<file path="src/rtl/l2_cache_control_mwb_pkg.sv">
// Shared types for the L2 cache controller: FSM state encoding, width helpers
// and the bundle of one-bit datapath/memory control strobes.
package l2_ctrl_pkg;

  typedef enum logic [2:0] {
    IDLE    = 3'd0,
    EVICT   = 3'd1,
    FILL    = 3'd2,
    RESPOND = 3'd3,
    DRAIN   = 3'd4
  } state_e;

  function automatic int way_w(input int n);
    return (n < 2) ? 1 : $clog2(n);
  endfunction

  function automatic int cnt_w(input int depth);
    return $clog2(depth + 1);
  endfunction

  // Way selects stay outside the struct because their width is a module parameter.
  typedef struct packed {
    logic mem_resp;
    logic tag_sel;
    logic source_sel;
    logic load_cache;
    logic load_lru;
    logic load_dirty_arr;
    logic ewb_push;
    logic ewb_pop;
    logic evict_addr_sel;
    logic read_from_mem;
    logic write_to_mem;
  } ctrl_t;

endpackage

</file>
<file path="src/rtl/l2_ewb_counter.sv">
// Occupancy counter for the eviction write buffer with full/empty flags.
// Push-when-full and pop-when-empty are flagged and ignored.
module l2_ewb_counter
  import l2_ctrl_pkg::*;
#(
  parameter int EWB_DEPTH = 4,
  localparam int CNT_W = cnt_w(EWB_DEPTH)
) (
  input  logic             clk,
  input  logic             rst,
  input  logic             push_i,
  input  logic             pop_i,
  output logic [CNT_W-1:0] count_o,
  output logic             full_o,
  output logic             empty_o
);

  logic [CNT_W-1:0] count_q, count_d;

  assign full_o  = (count_q == CNT_W'(EWB_DEPTH));
  assign empty_o = (count_q == '0);
  assign count_o = count_q;

  always_comb begin
    count_d = count_q;
    if (push_i && !pop_i && !full_o) begin
      count_d = count_q + CNT_W'(1);
    end else if (pop_i && !push_i && !empty_o) begin
      count_d = count_q - CNT_W'(1);
    end
  end

  always_ff @(posedge clk) begin
    if (rst) begin
      count_q <= '0;
    end else begin
      count_q <= count_d;
      assert (!(push_i && full_o)) else $error("ewb counter overflow");
      assert (!(pop_i && empty_o)) else $error("ewb counter underflow");
    end
  end

endmodule

</file>
<file path="src/rtl/l2_cache_control_mwb.sv">
// L2 cache controller FSM with an eviction write buffer: dirty victims are
// pushed to the EWB so fills go first; the EWB drains when idle, full or hit by a miss.
module l2_cache_control_mwb
  import l2_ctrl_pkg::*;
#(
  parameter int NUM_WAYS  = 8,
  parameter int EWB_DEPTH = 4,
  localparam int WAY_W = way_w(NUM_WAYS),
  localparam int CNT_W = cnt_w(EWB_DEPTH)
) (
  input  logic             clk,
  input  logic             rst,
  input  logic             mem_read,
  input  logic             mem_write,
  output logic             mem_resp,
  input  logic             cache_hit,
  input  logic             dirty_o,
  input  logic [WAY_W-1:0] hit_idx,
  input  logic [WAY_W-1:0] plru_idx,
  input  logic             ewb_match,
  output logic [WAY_W-1:0] way_sel,
  output logic             tag_sel,
  output logic             source_sel,
  output logic             load_cache,
  output logic             load_lru,
  output logic             load_dirty_arr,
  output logic [WAY_W-1:0] dirty_sel,
  output logic             read_cache_data,
  output logic             ewb_push,
  output logic             ewb_pop,
  output logic             evict_addr_sel,
  output logic [CNT_W-1:0] ewb_count,
  output logic             ewb_full,
  output logic             ewb_empty,
  input  logic             resp_from_mem,
  output logic             read_from_mem,
  output logic             write_to_mem,
  output logic [2:0]       state_o
);

  // Handshakes: mem_read/mem_write are held until the one-cycle mem_resp;
  // read_from_mem/write_to_mem are held until the cycle resp_from_mem is high.

  state_e           state_q, state_d;
  ctrl_t            ctrl;
  logic [WAY_W-1:0] way_sel_c, dirty_sel_c;
  logic             req;

  assign req = mem_read | mem_write;

  always_ff @(posedge clk) begin
    if (rst) begin
      state_q <= IDLE;
    end else begin
      state_q <= state_d;
    end
  end

  always_comb begin
    state_d      = state_q;
    ctrl         = '0;
    ctrl.tag_sel = 1'b1;
    way_sel_c    = hit_idx;
    dirty_sel_c  = plru_idx;
    case (state_q)
      IDLE: begin
        // A miss on a line still sitting in the EWB must drain first (RAW hazard).
        if (req && cache_hit)                 state_d = RESPOND;
        else if (req && ewb_match)            state_d = DRAIN;
        else if (req && dirty_o && ewb_full)  state_d = DRAIN;
        else if (req && dirty_o)              state_d = EVICT;
        else if (req)                         state_d = FILL;
        else if (!ewb_empty)                  state_d = DRAIN;
      end
      EVICT: begin
        way_sel_c     = plru_idx;
        ctrl.tag_sel  = 1'b0;
        ctrl.ewb_push = 1'b1;
        state_d       = FILL;
      end
      FILL: begin
        ctrl.read_from_mem = 1'b1;
        way_sel_c          = plru_idx;
        if (resp_from_mem) begin
          ctrl.load_cache     = 1'b1;
          ctrl.source_sel     = 1'b1;
          ctrl.load_dirty_arr = 1'b1;
          state_d             = RESPOND;
        end
      end
      RESPOND: begin
        ctrl.mem_resp = 1'b1;
        ctrl.load_lru = 1'b1;
        if (mem_write) begin
          ctrl.load_cache     = 1'b1;
          ctrl.load_dirty_arr = 1'b1;
          dirty_sel_c         = hit_idx;
        end
        state_d = IDLE;
      end
      DRAIN: begin
        // Runs to completion regardless of new CPU requests.
        ctrl.write_to_mem   = 1'b1;
        ctrl.evict_addr_sel = 1'b1;
        if (resp_from_mem) begin
          ctrl.ewb_pop = 1'b1;
          state_d      = IDLE;
        end
      end
      default: state_d = IDLE;
    endcase
  end

  l2_ewb_counter #(
    .EWB_DEPTH (EWB_DEPTH)
  ) u_ewb_counter (
    .clk     (clk),
    .rst     (rst),
    .push_i  (ctrl.ewb_push),
    .pop_i   (ctrl.ewb_pop),
    .count_o (ewb_count),
    .full_o  (ewb_full),
    .empty_o (ewb_empty)
  );

  assign mem_resp        = ctrl.mem_resp;
  assign way_sel         = way_sel_c;
  assign tag_sel         = ctrl.tag_sel;
  assign source_sel      = ctrl.source_sel;
  assign load_cache      = ctrl.load_cache;
  assign load_lru        = ctrl.load_lru;
  assign load_dirty_arr  = ctrl.load_dirty_arr;
  assign dirty_sel       = dirty_sel_c;
  assign read_cache_data = 1'b1;
  assign ewb_push        = ctrl.ewb_push;
  assign ewb_pop         = ctrl.ewb_pop;
  assign evict_addr_sel  = ctrl.evict_addr_sel;
  assign read_from_mem   = ctrl.read_from_mem;
  assign write_to_mem    = ctrl.write_to_mem;
  assign state_o         = state_q;

endmodule

</file>
<file path="config.mk">
export PLATFORM = sky130hd
export DESIGN_NAME = l2_cache_control_mwb
export DESIGN_NICKNAME = d
export VERILOG_FILES = /design/src/rtl/l2_cache_control_mwb_pkg.sv /design/src/rtl/l2_ewb_counter.sv /design/src/rtl/l2_cache_control_mwb.sv
export SDC_FILE = /design/constraint.sdc
export NUM_CORES = 1
export LEC_CHECK = 0
export BUFFER_PORTS_ARGS = -buffer_cell sky130_fd_sc_hd__buf_2
export CORE_UTILIZATION = 35
export CTS_CLUSTER_SIZE = 14
export DETAILED_ROUTE_END_ITERATION = 10
export PLACE_DENSITY = 0.73
export SLEW_MARGIN = 25
export SYNTH_ARGS = -nofsm -noshare
export SYNTH_HDL_FRONTEND = slang
export SYNTH_SLANG_ARGS = --single-unit
</file>
<file path="constraint.sdc">
create_clock -name clk -period 3.8 [get_ports clk]
set_clock_uncertainty 0.2 [all_clocks]
set_input_delay 0.19 -clock clk [delete_from_list [all_inputs] [get_ports clk]]
set_output_delay 0.19 -clock clk [all_outputs]
set_load 0.05 [all_outputs]
</file>
# ---- Yosys cells after proc, flatten, opt, wreduce, memory -nomap -nowiden
# Index checks and enable logic that the tools add are counted.
dict set report classes {
  add_sub_neg 2
  eq_ne 8
  n_mux 26
  bitwise_logic 1
  reduce_logical 17
}
# cell n
set ops {}
lappend ops {{$mux 3} 13}
lappend ops {{$pmux 3 s4} 1}
lappend ops {{$logic_and 1x1->1} 8}
lappend ops {{$mux 1} 8}
lappend ops {{$ne 7x7->1 const B} 1}
lappend ops {{$eq 3x2->1 const B} 2}
lappend ops {{$eq 3x3->1 const B} 2}
lappend ops {{$logic_not 3->1} 2}
lappend ops {{$logic_not 1->1} 4}
lappend ops {{$mux 2} 2}
lappend ops {{$ne 2x2->1 const B} 2}
lappend ops {{$pmux 1 s2} 2}
lappend ops {{$add 3x1->3 const B} 1}
lappend ops {{$eq 3x1->1 const B} 1}
lappend ops {{$reduce_and 3->1} 1}
lappend ops {{$sub 3x1->3 const B} 1}
lappend ops {{$reduce_bool 2->1} 1}
lappend ops {{$reduce_or 2->1} 1}
lappend ops {{$or 1x1->1} 1}
dict set report totals {
  reg_bits 6
  in_bits 14
}

# ---- Logic depth before layout (Yosys ltp)
# Gate-level depths: netlist of the first run.
dict set report depth {
  ltp_word 8
  depth_mapped 8
  ltp_nobuf 7
}

# ---- Modules after synthesis
# A second synthesis of the first run with hierarchy kept.
dict set report hier_totals {
  hier_cells 68
  hier_area_um2 595.6
}
# mod instances cells_per_inst area_each_um2 seq_area_each_um2
set modules_own_cells {}
lappend modules_own_cells {l2_cache_control_mwb 1 45 376.6 60.1}
lappend modules_own_cells {l2_ewb_counter 1 23 219.0 60.1}

# ---- Least setup slack after synthesis of the first run
# Ideal clock, no wire load.
dict set report synth_timing {
  kind {register to output}
  from {register state_q[1], in the netlist state_o[1]}
  to {output load_dirty_arr}
  t_arrival_ns 2.956
  required_ns 3.410
  path_slack_ns 0.454
  stages_incl_launch_ff 6
  n_path_buf 2
  path_cell_list {dfxtp_1 -> buf_4 -> nor3b_1 -> nand2_1 -> nand2_1 -> buf_4}
}
dict set report synth_between {
  elab_chain_cells 2
}
# element line
set synth_lines {}
lappend synth_lines {{start, declared} l2_cache_control_mwb.sv:44} ;# state_e state_q, state_d;
lappend synth_lines {{start signal, assigned} l2_cache_control_mwb.sv:55} ;# state_q <= state_d;
lappend synth_lines {{$eq 3x2->1} l2_cache_control_mwb.sv:65} ;# case (state_q)
lappend synth_lines {{$pmux 1 s2 (*)} l2_cache_control_mwb.sv:65}
lappend synth_lines {{end, declared} l2_cache_control_mwb.sv:26} ;# output logic load_dirty_arr,
# Every way passes the cells marked *; elsewhere a longest branch is shown, timed or not.

# ---- Worst setup path after layout of the first run
dict set report layout_timing {
  from {register state_q[0], in the netlist state_o[0]}
  to {register u_ewb_counter.count_q[2], in the netlist u_ewb_counter.count_o[2]}
}
dict set report layout_between {
  elab_chain_cells 6
}
# element line
set layout_lines {}
lappend layout_lines {{$eq 3x3->1 / $eq 3x1->1 (equally long branches)} l2_cache_control_mwb.sv:65}
lappend layout_lines {{$mux 2 / $mux 1 (equally long branches)} l2_cache_control_mwb.sv:65}
lappend layout_lines {{$logic_not 1->1 (on tied branches)} {l2_ewb_counter.sv:26, l2_ewb_counter.sv:28}}
lappend layout_lines {{$logic_and 1x1->1 (on tied branches) (2 in a row)} {l2_ewb_counter.sv:26, l2_ewb_counter.sv:28}}
lappend layout_lines {{$mux 3 / $reduce_bool 2->1 (equally long branches)} n/a}
lappend layout_lines {{end signal, assigned} l2_ewb_counter.sv:37} ;# count_q <= count_d;
lappend layout_lines {{end, declared} l2_ewb_counter.sv:18} ;# logic [CNT_W-1:0] count_q, count_d;
# Parallel ways exist; a longest one is shown, timed or not.
# A chain may end at the register's enable or synchronous reset.

==> metrics.txt, run 1 <==
# TYPE chip_impl_metric gauge
chip_impl_info{name="outcome",value="complete, no violations"} 1
chip_impl_info{name="cts_tree",value="yes"} 1
chip_impl_metric{name="antenna_found_initial",unit=""} 0
chip_impl_info{name="holdCritStartpoint",value="rst"} 1
chip_impl_metric{name="largest_buffer_count_on_any_clock_path",unit=""} 2
chip_impl_metric{name="post_synth_xor_area_fraction",unit=""} 0.0147
chip_impl_info{name="crit-reg2reg-launch",value="state_o[0]"} 1
chip_impl_info{name="yosys.cell_count.top_type",value="nor2_1"} 1
chip_impl_metric{name="cts_post_setup_buffers_inserted",unit=""} 0
chip_impl_metric{name="die_area",unit="um^2"} 1870
chip_impl_info{name="dominantRegCellSynth",value="dfxtp_1"} 1
chip_impl_metric{name="clock-sinks",unit=""} 6
chip_impl_metric{name="setup_viol",unit=""} 0
chip_impl_metric{name="synth_largest_type_area_fraction",unit=""} 0.201
chip_impl_metric{name="post_synth_num_cell_types",unit=""} 34
chip_impl_metric{name="fp-row-count",unit=""} 14
chip_impl_metric{name="insertedDiodeCount",unit=""} 0
chip_impl_info{name="reg2reg_to",value="u_ewb_counter.count_o[2]"} 1
chip_impl_metric{name="drt_pass1_iterations",unit=""} 4
chip_impl_metric{name="power-per-cell-area",unit="nW/um^2"} 519
chip_impl_metric{name="finalNetCount",unit=""} 122
chip_impl_info{name="worst_hold_path_type",value="input port to register"} 1
chip_impl_metric{name="cts-resized-gates",unit=""} 0
chip_impl_metric{name="synth_cells",unit=""} 70
chip_impl_metric{name="floorplan.initialDensity",unit=""} 0.387
chip_impl_info{name="crit_path_end_kind",value="register"} 1
chip_impl_metric{name="synthToLayoutAreaGrowth",unit="%"} 30.8
chip_impl_metric{name="routed_via_count",unit=""} 620
chip_impl_metric{name="holdBufCountCts",unit=""} 0
chip_impl_metric{name="die_height",unit="um"} 43.3
chip_impl_metric{name="max_freq",unit="GHz"} 0.407
chip_impl_metric{name="final.period_utilization",unit=""} 0.646
chip_impl_metric{name="placeableCoreArea",unit="um^2"} 1540
chip_impl_metric{name="synth-compound-area-share",unit=""} 0.149
chip_impl_metric{name="timing.reg2reg.setup_slack",unit="ns"} 1.34
chip_impl_metric{name="layout_min_cycle_time",unit="ns"} 2.46
chip_impl_metric{name="post_drt_wl_per_cell",unit="um"} 12.7
chip_impl_metric{name="finalWeightedCongestion",unit=""} 0.825
chip_impl_metric{name="ioPinCount",unit=""} 40
chip_impl_info{name="ys_top_cells_by_count",value="nor2_1 (7), dfxtp_1 (6), mux2_2 (6), nand2_1 (6)"} 1
chip_impl_metric{name="viasPerCell",unit=""} 5.12
chip_impl_info{name="cts.root.buffer_cell",value="clkbuf_4"} 1
chip_impl_metric{name="whs",unit="ns"} 0.0121
chip_impl_metric{name="first_global_vias",unit=""} 549
chip_impl_metric{name="synth_nets",unit=""} 85
chip_impl_info{name="grt_setup_unrepaired",value="false"} 1
chip_impl_metric{name="drc",unit=""} 0
chip_impl_metric{name="timing.final.hold_violations",unit=""} 0
chip_impl_metric{name="maxSlewViolCount",unit=""} 0
chip_impl_metric{name="synth.mux.area_fraction",unit=""} 0.155
chip_impl_info{name="timing.critical_path.from_type",value="register"} 1
chip_impl_metric{name="power_leakage",unit="nW"} 0.416
chip_impl_metric{name="number_of_buffers_added_by_the_clock_tree_synthesis_step",unit=""} 3
chip_impl_metric{name="p_total",unit="uW"} 406
chip_impl_metric{name="min_path_cells",unit=""} 2
chip_impl_metric{name="synth_edf_count",unit=""} 0
chip_impl_metric{name="max_cap_violations",unit=""} 0
chip_impl_metric{name="multi_input_comb_area",unit="um^2"} 404
chip_impl_metric{name="worst-r2r-cell-count",unit=""} 6
chip_impl_metric{name="netlist_area",unit="um^2"} 597
chip_impl_metric{name="cp_max_fo",unit=""} 9
chip_impl_metric{name="timing.critical_path.required",unit="ns"} 3.76
chip_impl_metric{name="cp_data_arrival_time",unit="ns"} 2.42
chip_impl_metric{name="synth_simple_gate_area_frac",unit=""} 0.319
chip_impl_metric{name="vdd_ir_drop_max",unit="uV"} 229
chip_impl_metric{name="overall_overflow_remaining_after_global_route",unit=""} 0
chip_impl_metric{name="horizontal_die_dimension",unit="um"} 43.3
chip_impl_metric{name="clkLatencyLatePin",unit="ns"} 0.25
chip_impl_metric{name="grt_first_pass_wirelength",unit="um"} 2550
chip_impl_metric{name="ant_nets",unit=""} 0
chip_impl_info{name="crit_type",value="register to register"} 1
chip_impl_metric{name="setup_ws",unit="ns"} 1.34
chip_impl_metric{name="dp_cells",unit=""} 118
chip_impl_metric{name="n_fill_cell",unit=""} 159
chip_impl_info{name="synth_top_family_by_area",value="simple AND/OR/NAND/NOR gates"} 1
chip_impl_metric{name="synth.yosys.seq_area_share",unit=""} 0.201
chip_impl_info{name="ys_top_cells_by_area",value="dfxtp_1 (20%), mux2_2 (11%), buf_4 (6.3%)"} 1
chip_impl_metric{name="grt_max_degree",unit=""} 11
chip_impl_metric{name="wl",unit="um"} 1540
chip_impl_metric{name="synth.yosys.warnings",unit=""} 0
chip_impl_metric{name="total_neg_setup_slack",unit="ns"} 0
chip_impl_info{name="hold_end",value="u_ewb_counter.count_o[2]"} 1
chip_impl_metric{name="seqCellArea",unit="um^2"} 120
chip_impl_metric{name="layout-drive-gt1-share",unit=""} 0.524
chip_impl_metric{name="pre_cts_ws",unit="ns"} 1.38
chip_impl_metric{name="place_hpwl",unit="um"} 1230
chip_impl_info{name="synth_top_area_cell",value="dfxtp_1"} 1
chip_impl_metric{name="synthAdderAreaFrac",unit=""} 0.0335
chip_impl_metric{name="globalRouteTotalUtil",unit=""} 0.186
chip_impl_metric{name="ctsHtreeMaxLevel",unit=""} 1
chip_impl_metric{name="synth_async_reset_ratio",unit=""} 0
chip_impl_metric{name="syn-mean-instance-area",unit="um^2"} 8.53
chip_impl_metric{name="clkSlewWorstSetupHoldPaths",unit="ns"} 0.04
chip_impl_metric{name="numPortBuffers",unit=""} 38
chip_impl_metric{name="finalNonFillerCells",unit=""} 121
chip_impl_metric{name="yosys_register_bits",unit=""} 6
chip_impl_metric{name="detailedRoute.firstIterationViolations",unit=""} 8
[flip-flops by register name, summed over array words and instances (netlist names)]
name / cells
state_o: 3
u_ewb_counter.count_o: 3
[worst max path at each step]
| stage | startpoint | slack (ns) | to | cells after the start |
|---|---|---|---|---|
| 6_report | state_o[0] | 1.34 | u_ewb_counter.count_o[2] | 6 |
| 5_1_grt | state_o[0] | 1.22 | u_ewb_counter.count_o[2] | 6 |
| 4_1_cts | state_o[0] | 1.34 | u_ewb_counter.count_o[2] | 6 |
| 3_5_place_dp | state_o[0] | 1.38 | u_ewb_counter.count_o[2] | 6 |
| 3_3_place_gp | state_o[0] | 1.46 | u_ewb_counter.count_o[2] | 6 |
| 2_1_floorplan | state_o[1] | 0.45 | load_dirty_arr | 5 |
[area by class of cell]
cell class,count,share of cell area
Clock buffer,3,0.0288
Timing Repair Buffer,38,0.244
Tap cell,16,0.0256
Sequential cell,6,0.154
Inverter,6,0.0304
Multi-Input combinational cell,52,0.518
[per-layer routing]
| metal | global-route usage | share of wire | wire (um) |
|---|---|---|---|
| met1 | 0.255 | 0.47 | 723 |
| met2 | 0.275 | 0.47 | 725 |
| met3 | 0.0383 | 0.043 | 66 |
| met4 | 0.0909 | 0.012 | 19 |
| met5 | 0 | 0 | 0 |
[report_power, final]
part | total, mW | internal, mW | switching [mW]
logic | 0.253 | 0.0740 | 0.179
registers | 0.0924 | 0.0722 | 0.0202
clock network | 0.0603 | 0.0358 | 0.0245
total | 0.406 | 0.182 | 0.224
[critical path, cell delays in order, from the launching register on]
cell	delay (ns)
dfxtp_1	0.47
or3b_4	0.44
clkinv_2	0.08
nand2_1	0.06
fa_1	0.41
or4_1	0.53
a31oi_1	0.19
[cells in the final DEF, fill, tap and decap left out, types with 2 or more instances in the layout]
cell and instances:
dfxtp_1 6, buf_2 38, or4_1 2, o21ai_0 3
clkbuf_4 3, or3b_4 2, a21oi_1 2, inv_1 5
nand2b_1 3, mux2_2 6, nor2_1 7, nand2_1 6
[through the flow]
stage          utilization  area [um^2]
3_3_place_gp         0.492          758
4_1_cts              0.506          781
5_1_grt              0.506          781
2_1_floorplan            -          597
6_report             0.506          781
3_5_place_dp         0.492          758
[kinds of logic (layout without fill, tap and decap cells)]
kind of cell,count (synthesis),count (layout)
compound gates,12,12
xor+xnor,1,1
fa+ha+maj,1,1
buf+inv,12,47
flops,6,6
mux,8,8
other cells,1,1
simple gates,29,29
Power figures use the tool's default switching activity.
==> run 2, diff against run 1 <==
- ABC_AREA: default -> 1
- PLACE_DENSITY: 0.73 -> 0.78
- clock period: 3.8 -> 2 ns (I/O delays scaled with it)
==> metrics.txt, run 2 <==
# TYPE chip_impl_metric gauge
chip_impl_metric{name="synth_edf_count",unit=""} 0
chip_impl_metric{name="synth.yosys.warnings",unit=""} 0
chip_impl_info{name="synth_top_family_by_area",value="simple AND/OR/NAND/NOR gates"} 1
chip_impl_info{name="layout.cells.most_common",value="buf_2"} 1
chip_impl_info{name="crit_type",value="register to primary output"} 1
chip_impl_metric{name="placeableCoreArea",unit="um^2"} 1370
chip_impl_metric{name="antenna_found_initial",unit=""} 0
chip_impl_metric{name="overall_overflow_remaining_after_global_route",unit=""} 0
chip_impl_metric{name="ant_nets",unit=""} 0
chip_impl_metric{name="yosys_register_bits",unit=""} 6
chip_impl_metric{name="timing.final.hold_violations",unit=""} 0
chip_impl_metric{name="timing.critical_path.required",unit="ns"} 1.70
chip_impl_metric{name="synthToLayoutAreaGrowth",unit="%"} 56.8
chip_impl_metric{name="grt_max_degree",unit=""} 8
chip_impl_metric{name="crit_buf_inv",unit=""} 3
chip_impl_info{name="crit_path_max_delay_cell_type",value="dfxtp_4"} 1
chip_impl_metric{name="n_fill_cell",unit=""} 136
chip_impl_metric{name="synthAdderAreaFrac",unit=""} 0.0370
chip_impl_info{name="cts_tree",value="yes"} 1
chip_impl_metric{name="seqCellArea",unit="um^2"} 129
chip_impl_metric{name="fp-row-count",unit=""} 13
chip_impl_metric{name="viasPerCell",unit=""} 4.46
chip_impl_metric{name="wl",unit="um"} 1350
chip_impl_metric{name="layout_min_cycle_time",unit="ns"} 1.81
chip_impl_info{name="timing.critical_path.max_delay_family",value="simple AND/OR/NAND/NOR gates"} 1
chip_impl_metric{name="place_hpwl",unit="um"} 1160
chip_impl_metric{name="insertedDiodeCount",unit=""} 0
chip_impl_metric{name="die_height",unit="um"} 41.3
chip_impl_metric{name="syn-mean-instance-area",unit="um^2"} 5.64
chip_impl_metric{name="drt_pass1_iterations",unit=""} 4
chip_impl_metric{name="number_of_buffers_added_by_the_clock_tree_synthesis_step",unit=""} 3
chip_impl_metric{name="clkLatencyLatePin",unit="ns"} 0.24
chip_impl_metric{name="timing.reg2reg.setup_slack",unit="ns"} 0.29
chip_impl_metric{name="ctsHtreeMaxLevel",unit=""} 1
chip_impl_metric{name="max_freq",unit="GHz"} 0.553
chip_impl_metric{name="grt_first_pass_wirelength",unit="um"} 1930
chip_impl_metric{name="max_cap_violations",unit=""} 0
chip_impl_metric{name="whs",unit="ns"} 0.104
chip_impl_metric{name="post_synth_xor_area_fraction",unit=""} 0
chip_impl_metric{name="numPortBuffers",unit=""} 38
chip_impl_info{name="holdCritStartpoint",value="dirty_o"} 1
chip_impl_info{name="most-common-layout-cells",value="buf_2 (38), nand2_1 (25), nor2_1 (15)"} 1
chip_impl_info{name="ys_top_cells_by_area",value="dfxtp_1 (22%), nand2_1 (18%), nor2_1 (10%)"} 1
chip_impl_metric{name="die_area",unit="um^2"} 1710
chip_impl_metric{name="place_area",unit="um^2"} 813
chip_impl_info{name="worstPathCellList",value="inv_6, nor3_4, inv_2, nand2_2, nand2_1, o21ai_2, buf_2"} 1
chip_impl_info{name="grt_setup_unrepaired",value="false"} 1
chip_impl_metric{name="first_global_vias",unit=""} 486
chip_impl_metric{name="synth_largest_type_area_fraction",unit=""} 0.222
chip_impl_metric{name="cp_data_arrival_time",unit="ns"} 1.51
chip_impl_metric{name="finalWeightedCongestion",unit=""} 0.778
chip_impl_metric{name="floorplan.initialDensity",unit=""} 0.397
chip_impl_info{name="timing.critical_path.from_type",value="register"} 1
chip_impl_info{name="hold_end",value="state_o[1]"} 1
chip_impl_metric{name="cp_max_fo",unit=""} 7
chip_impl_metric{name="globalRouteTotalUtil",unit=""} 0.171
chip_impl_metric{name="synth_nets",unit=""} 111
chip_impl_info{name="crit-reg2reg-launch",value="state_o[0]"} 1
chip_impl_metric{name="synth.mux.area_fraction",unit=""} 0
chip_impl_metric{name="post_synth_num_cell_types",unit=""} 16
chip_impl_metric{name="setup_viol",unit=""} 0
chip_impl_metric{name="post_drt_wl_per_cell",unit="um"} 8.99
chip_impl_info{name="cts.root.buffer_cell",value="clkbuf_4"} 1
chip_impl_metric{name="multi_input_comb_area",unit="um^2"} 403
chip_impl_metric{name="synth_simple_gate_area_frac",unit=""} 0.434
chip_impl_metric{name="layout-drive-gt1-share",unit=""} 0.489
chip_impl_metric{name="routed_via_count",unit=""} 669
chip_impl_metric{name="synth_cells",unit=""} 96
chip_impl_metric{name="detailedRoute.firstIterationViolations",unit=""} 8
chip_impl_info{name="reg2reg_to",value="u_ewb_counter.count_o[2]"} 1
chip_impl_info{name="yosys.cell_count.top_type",value="nand2_1"} 1
chip_impl_metric{name="synth_async_reset_ratio",unit=""} 0
chip_impl_metric{name="clkSlewWorstSetupHoldPaths",unit="ns"} 0.04
chip_impl_info{name="dominantRegCellSynth",value="dfxtp_1"} 1
chip_impl_metric{name="synth-compound-area-share",unit=""} 0.120
chip_impl_metric{name="final_util",unit=""} 0.622
chip_impl_metric{name="maxSlewViolCount",unit=""} 0
chip_impl_metric{name="crit_path_max_incr_delay",unit="ns"} 0.36
chip_impl_metric{name="min_path_cells",unit=""} 6
chip_impl_metric{name="ioPinCount",unit=""} 40
chip_impl_info{name="ys_top_cells_by_count",value="nand2_1 (26), nor2_1 (15), inv_1 (13)"} 1
chip_impl_metric{name="horizontal_die_dimension",unit="um"} 41.3
chip_impl_info{name="synth_top_area_cell",value="dfxtp_1"} 1
chip_impl_metric{name="finalNetCount",unit=""} 151
chip_impl_metric{name="synth.yosys.seq_area_share",unit=""} 0.222
chip_impl_metric{name="final_area",unit="um^2"} 850
chip_impl_info{name="crit_path_end_kind",value="primary output"} 1
chip_impl_info{name="worst_hold_path_type",value="input port to register"} 1
chip_impl_info{name="outcome",value="complete, no violations"} 1
chip_impl_metric{name="clock-sinks",unit=""} 6
chip_impl_metric{name="drc",unit=""} 0
chip_impl_metric{name="final.period_utilization",unit=""} 0.904
chip_impl_metric{name="worst-r2r-cell-count",unit=""} 8
chip_impl_metric{name="largest_buffer_count_on_any_clock_path",unit=""} 2
chip_impl_metric{name="netlist_area",unit="um^2"} 542
[run 2: per-layer routing]
| metal | part of all wire | up-vias | global-route usage |
|---|---|---|---|
| li1 | - | 367 | - |
| met1 | 0.47 | 272 | 0.224 |
| met2 | 0.46 | 28 | 0.285 |
| met3 | 0.068 | 2 | 0.0479 |
| met4 | 0.0059 | 0 | 0.0242 |
| met5 | 0 | - | 0 |
[run 2: worst max path at each step]
stage / from / endpoint / slack [ns] / cells past startpoint
after global placement: state_o[0] / u_ewb_counter.count_o[2] / 0.33 / 8
after detailed placement: state_o[0] / u_ewb_counter.count_o[2] / 0.29 / 8
after floorplan: state_o[0] / u_ewb_counter.count_o[2] / -0.15 / 8
after CTS: state_o[0] / way_sel[1] / 0.18 / 7
final: state_o[0] / way_sel[1] / 0.19 / 7
after global routing: state_o[0] / way_sel[1] / 0.09 / 7
[run 2: worst register-to-register path, delay by kind of cell (launching register included)]
family | cells | cell delay, ns
flip-flops | 1 | 0.36
AO/OA/AOI/OAI | 1 | 0.13
adder cells (fa/ha/maj) | 1 | 0.34
AND/OR/NAND/NOR | 4 | 0.48
buffers and inverters | 2 | 0.11
[run 2: stage by stage]
step	instances	TNS [ns]	setup WS, ns
2_1_floorplan	96	-0.623	-0.155
3_3_place_gp	145	0	0.327
3_5_place_dp	145	0	0.292
4_1_cts	150	0	0.176
5_1_grt	150	0	0.0863
6_report	150	0	0.193
[run 2: layout make-up]
class	count	share of cell area
clock buffers	4	0.0309
inverters	18	0.0854
multi-input cells	68	0.474
flip-flops and latches	6	0.152
well taps	15	0.0221
repair buffers	39	0.236
[run 2: cells by family (layout without fill, tap and decap cells)]
family,Yosys count,count (layout)
DFF,6,6
other,1,1
buffers and inverters,22,61
adders and majority gates,1,1
AOI/OAI and AO/OA,13,13
and+or+nand+nor,53,53
[run 2: repair_timing]
item	4_1_cts	5_1_grt
setup buffers	0	0
gates resized for setup	0	0
endpoints found under the hold margin	5	0
hold buffers	1	0
Power of run 2 is not shown: default switching activity piles up to over one toggle a cycle in this logic, so the estimate is an artifact.
